File: config.mk
export PLATFORM = sky130hd
export DESIGN_NAME = alu
export DESIGN_NICKNAME = d
export VERILOG_FILES = /design/src/rtl/alu_pkg.sv /design/src/rtl/alu_addsub.sv /design/src/rtl/alu.sv
export SDC_FILE = /design/constraint.sdc
export NUM_CORES = 1
export LEC_CHECK = 0
export ABC_AREA = 1
export CAP_MARGIN = 20
export CELL_PAD_IN_SITES_DETAIL_PLACEMENT = 1
export CELL_PAD_IN_SITES_GLOBAL_PLACEMENT = 1
export CORE_ASPECT_RATIO = 0.75
export CORE_UTILIZATION = 28
export DETAILED_ROUTE_END_ITERATION = 10
export PLACE_DENSITY = 0.79
export SLEW_MARGIN = 25
export SYNTH_ARGS = -nofsm -noshare
export SYNTH_HDL_FRONTEND = slang
export SYNTH_HIERARCHICAL = 1
export SYNTH_SLANG_ARGS = --single-unit
export TNS_END_PERCENT = 50
File: constraint.sdc
create_clock -name clk -period 2.7 [get_ports clk]
set_clock_uncertainty 0.05 [all_clocks]
set_input_delay 0.27 -clock clk [delete_from_list [all_inputs] [get_ports clk]]
set_output_delay 0.27 -clock clk [all_outputs]
set_load 0.01 [all_outputs]
File: src/rtl/alu_pkg.sv
// Shared constants for the execute-stage ALU: default data width and opcode encodings.
package alu_pkg;

  localparam int WIDTH_DEFAULT = 16;

  localparam logic [2:0] OP_ADDU = 3'b000;
  localparam logic [2:0] OP_ADDS = 3'b001;
  localparam logic [2:0] OP_AND  = 3'b010;
  localparam logic [2:0] OP_OR   = 3'b011;
  localparam logic [2:0] OP_SLT  = 3'b100;
  localparam logic [2:0] OP_BNE  = 3'b101;

endpackage

File: src/rtl/alu_addsub.sv
// WIDTH-bit ripple-style adder with optional B inversion, carry-in, carry-out and signed overflow.
module alu_addsub
  import alu_pkg::*;
#(
  parameter int WIDTH = WIDTH_DEFAULT
) (
  input  logic [WIDTH-1:0] a,
  input  logic [WIDTH-1:0] b,
  input  logic             invert_b,
  input  logic             cin,
  output logic [WIDTH-1:0] sum,
  output logic             cout,
  output logic             ov
);

  logic [WIDTH-1:0] b_eff;

  assign b_eff = invert_b ? ~b : b;

  assign {cout, sum} = {1'b0, a} + {1'b0, b_eff} + {{WIDTH{1'b0}}, cin};

  // Overflow judged on the operands the adder actually sees, so subtract is covered too.
  assign ov = (a[WIDTH-1] == b_eff[WIDTH-1]) && (sum[WIDTH-1] != a[WIDTH-1]);

endmodule

File: src/rtl/alu.sv
// Execute-stage ALU: op mux and signed compare feeding a single output register stage.
module alu
  import alu_pkg::*;
#(
  parameter int WIDTH = WIDTH_DEFAULT
) (
  input  logic             clk,
  input  logic             reset,
  input  logic [WIDTH-1:0] X,
  input  logic [WIDTH-1:0] Y,
  input  logic             Cin,
  input  logic [2:0]       Opcode,
  output logic [WIDTH-1:0] Out,
  output logic             Cout,
  output logic             Lt,
  output logic             Eq,
  output logic             Gt,
  output logic             Ov
);

  logic [WIDTH-1:0] add_sum;
  logic             add_cout;
  logic             add_ov;
  logic             add_invert;

  logic [WIDTH-1:0] out_d;
  logic             cout_d;
  logic             ov_d;
  logic             lt_d;
  logic             eq_d;
  logic             gt_d;

  // Cin doubles as the subtract select for the signed op; unsigned add never inverts.
  assign add_invert = (Opcode == OP_ADDS) && Cin;

  alu_addsub #(.WIDTH(WIDTH)) u_addsub (
    .a        (X),
    .b        (Y),
    .invert_b (add_invert),
    .cin      (Cin),
    .sum      (add_sum),
    .cout     (add_cout),
    .ov       (add_ov)
  );

  assign lt_d = $signed(X) < $signed(Y);
  assign eq_d = (X == Y);
  assign gt_d = $signed(X) > $signed(Y);

  always_comb begin
    out_d  = '0;
    cout_d = 1'b0;
    ov_d   = 1'b0;
    case (Opcode)
      OP_ADDU: begin
        out_d  = add_sum;
        cout_d = add_cout;
        ov_d   = add_cout;
      end
      OP_ADDS: begin
        out_d  = add_sum;
        cout_d = add_cout;
        ov_d   = add_ov;
      end
      OP_AND:  out_d = X & Y;
      OP_OR:   out_d = X | Y;
      OP_SLT:  out_d = {{(WIDTH-1){1'b0}}, lt_d};
      OP_BNE:  out_d = {{(WIDTH-1){1'b0}}, ~eq_d};
      default: out_d = '0;
    endcase
  end

  always_ff @(posedge clk) begin
    if (reset) begin
      Out  <= '0;
      Cout <= 1'b0;
      Lt   <= 1'b0;
      Eq   <= 1'b0;
      Gt   <= 1'b0;
      Ov   <= 1'b0;
    end else begin
      Out  <= out_d;
      Cout <= cout_d;
      Lt   <= lt_d;
      Eq   <= eq_d;
      Gt   <= gt_d;
      Ov   <= ov_d;
    end
  end

endmodule

==> results.toml <==
[pwr]
clkPwrFrac = 0.245
max-vdd-ir-drop_uv = 233.0
power_leakage_uw = 0.002210
cellPowerDensity_nw_per_um2 = 341.0
sw_frac_of_total = 0.3937
p_int_uw = 883.3
pwr-share-seq = 0.233
power_frac_comb = 0.522
power_switching_uw = 573.7

[run_status]
outcome = "complete, no violations"

[cells_and_area]
layout-drive-gt1-share = 0.1772
area_growth_pct = 45.94
fin_cells = 668
finalInstanceArea_sq_um = 4273
num-nets-final = 640
multi_input_area_sq_um = 2307
fillers = 1251
diodes = 0
register_area_sq_um = 420.4

[global_route]
first_global_vias = 3229
gr-total-overflow = 0
grt_max_degree = 17
grt_pass1_wl_mm = 15.68
track_usage = 0.1808
antenna_found_initial = 0

[clocking]
path_clk_slew_ps = 70
clockBufferDepth = 2
cts_root_buf = "clkbuf_16"
htree_levels = 1
cts.sinks = 21
post_cts_hold_buffer_count = 0
cts_buffers = 3
cts_tree = "built"

[die]
die_w_um = 120.1
fp.dieH_um = 90.56
ios = 59
core_area_sq_um = 9891
initial_utilization = 0.2960
dieArea_sq_um = 10870
rows = 31

[critical_path]
crit_fanout = 6
crit_slowest_cell = "clkdlybuf4s50_1"
max_stage_delay_ps = 410
critPathLaunchType = "input port"
crit_path_end_kind = "register"
path_cells = "clkdlybuf4s50_1, inv_2, nand3_4, nor2_4, buf_12, xor2_1, ha_1, or2_2, nand3_2, nand2_2, nand2_2, nand2_2, xor2_2, a21oi_1, nor2_1"
path_class = "input port to register"
path_common_cell = "nand2_2"
path_buf_inv = 3
cp_top_family = "simple AND/OR/NAND/NOR gates"
worstPathRequired_ps = 2810
cp.arrival_ps = 2720

[logic_synthesis]
synth_area_sq_um = 2928
ys_seq_area_frac = 0.1436
synth_edf_count = 0
synth_nets = 543
synth_ff_type = "dfxtp_1"
ys_async_sr_fraction = 0
synth_cell_types = 29
ys_seq_elements = 21
synth_warnings = 6
avgSynthCellArea_sq_um = 6.654
syn_inst = 440

[placement]
dpl.cell_count = 660
dpl_worst_slack_ps = -368.8
placed_cell_area_sq_um = 3948
place_hpwl_mm = 7.807
place_congestion = 0.8073
port_buffers = 58

[sta]
maxSlewHeadroom = 0.6469
timing.final.crit_share = 0.9649
layout_min_cycle_time_ps = 2605
setup_viol = 0
fmax_mhz = 383.9
hold_viol = 0
tightest_slew_ps = 528.0
fin_tns_setup_ps = 0
slew_viol_final = 0
setup_ws_ps = 94.89

[drt]
viasPerCell = 4.629
drt-total-wl_mm = 9.815
drtPass1Iterations = 4
num_vias = 3092
first_iter_violations = 94
wl_per_cell_um = 14.69
drc = 0
ant_nets = 0

[run]
maxCapViolCount = 0

[hold_path]
min_path_type = "input port to register"
-- state kept, by name (all words and copies together), names as in the netlist --
register and count:
Cout 1, Eq 1, Gt 1, Lt 1, Out 16, Ov 1
-- kinds of logic (layout without fill, tap and decap cells) --
group | Yosys count | count (layout) | share of synthesized area
adders and majority gates | 65 | 65 | 0.2829
xor gates and xnor gates | 24 | 24 | 0.07436
buffers and inverters | 104 | 200 | 0.1359
DFF | 21 | 21 | 0.1436
AOI/OAI and AO/OA | 68 | 68 | 0.1312
and+or+nand+nor | 158 | 158 | 0.2320
-- cell usage in the layout (no fill, tap or decap), types with 2 or more instances in the layout --
| master | synthesis | final |
|---|---|---|
| nand3_2 | 1 | 3 |
| o22ai_1 | 17 | 17 |
| nor3_2 | 0 | 2 |
| nand3_1 | 17 | 14 |
| nor3_1 | 7 | 5 |
| nand2_1 | 68 | 63 |
| buf_4 | 0 | 38 |
| dfxtp_1 | 21 | 21 |
| xnor2_1 | 5 | 4 |
| o21ai_2 | 2 | 2 |
| xor2_2 | 1 | 5 |
| nand4_1 | 4 | 4 |
| a21oi_1 | 35 | 27 |
| nor2_4 | 1 | 3 |
| clkbuf_16 | 0 | 4 |
| nand2_4 | 1 | 2 |
| ha_1 | 63 | 58 |
| o21ai_1 | 1 | 6 |
| o21bai_1 | 4 | 4 |
| o21ai_0 | 7 | 2 |
| fa_2 | 0 | 2 |
| dlymetal6s2s_1 | 0 | 2 |
| ha_4 | 0 | 3 |
| nand3b_1 | 2 | 2 |
| nand2_2 | 5 | 9 |
| a21oi_2 | 0 | 7 |
| ha_2 | 0 | 2 |
| nor2_2 | 0 | 4 |
| inv_1 | 97 | 95 |
| xor2_1 | 18 | 14 |
| nor2_1 | 50 | 44 |
| inv_2 | 0 | 2 |
| clkdlybuf4s50_1 | 0 | 56 |
| buf_12 | 0 | 2 |
-- per-stage QoR --
step	util	total power [uW]	hold WS (ps)
2_1_floorplan	-	731.8	397.1
3_3_place_gp	0.3991	1022	956.5
3_5_place_dp	0.3991	1045	957.2
4_1_cts	0.4081	1414	751.3
5_1_grt	0.4320	1567	433.2
6_report	0.4320	1457	408.0
-- metal layers --
metal	GRT usage	up-vias	wire length, um
met1	0.2454	1454	4808
met4	0.01771	0	41
met2	0.3046	64	4521
met3	0.03283	6	444
met5	0	-	0
li1	-	1568	-
-- final cells by class --
cell class                      instances  share of cell area
Sequential cell                        21             0.09839
Multi-Input combinational cell        315              0.5400
Clock inverter                          1            0.001171
Clock buffer                            3             0.01757
Timing Repair Buffer                   99              0.2190
Inverter                               97             0.08521
Tap cell                              132             0.03865
-- synthesized netlist by cell type, drive strengths merged (5+ instances only) --
library cell  number  area (sq um)
nor2              51         198.9
xor2              19         173.9
buf                7         33.78
nand3             18         95.09
o22ai             17         106.4
ha                63         788.3
nand2             74         297.8
a21oi             35         175.2
nor3               7         35.03
xnor2              5         43.79
o21ai             10         57.55
dfxtp             21         420.4
inv               97         364.1
-- power by group through the flow --
stage | clock [uW] | combinational, uW | sequential (uW)
after floorplan | 0 | 374 | 358
after global placement | 0 | 675 | 346
after detailed placement | 0 | 698 | 347
after CTS | 367 | 707 | 340
after global routing | 381 | 844 | 341
final | 357 | 761 | 339
-- timing repair --
| action | in CTS | in global routing |
|---|---|---|
| gates cloned | 0 | 1 |
| setup buffers | 0 | 3 |
| gates resized for setup | 5 | 45 |
| hold endpoints to repair | 0 | 0 |
| pin swaps | 0 | 12 |
| setup endpoints to repair | 5 | 14 |
-- worst paths after layout --
path / depth (start not counted) / to / from / slack [ps]
max: 15 / Out[15] / Opcode[2] / 90
min: 4 / Ov / Opcode[1] / 410
Note: power is estimated with default switching activity, not from simulation.
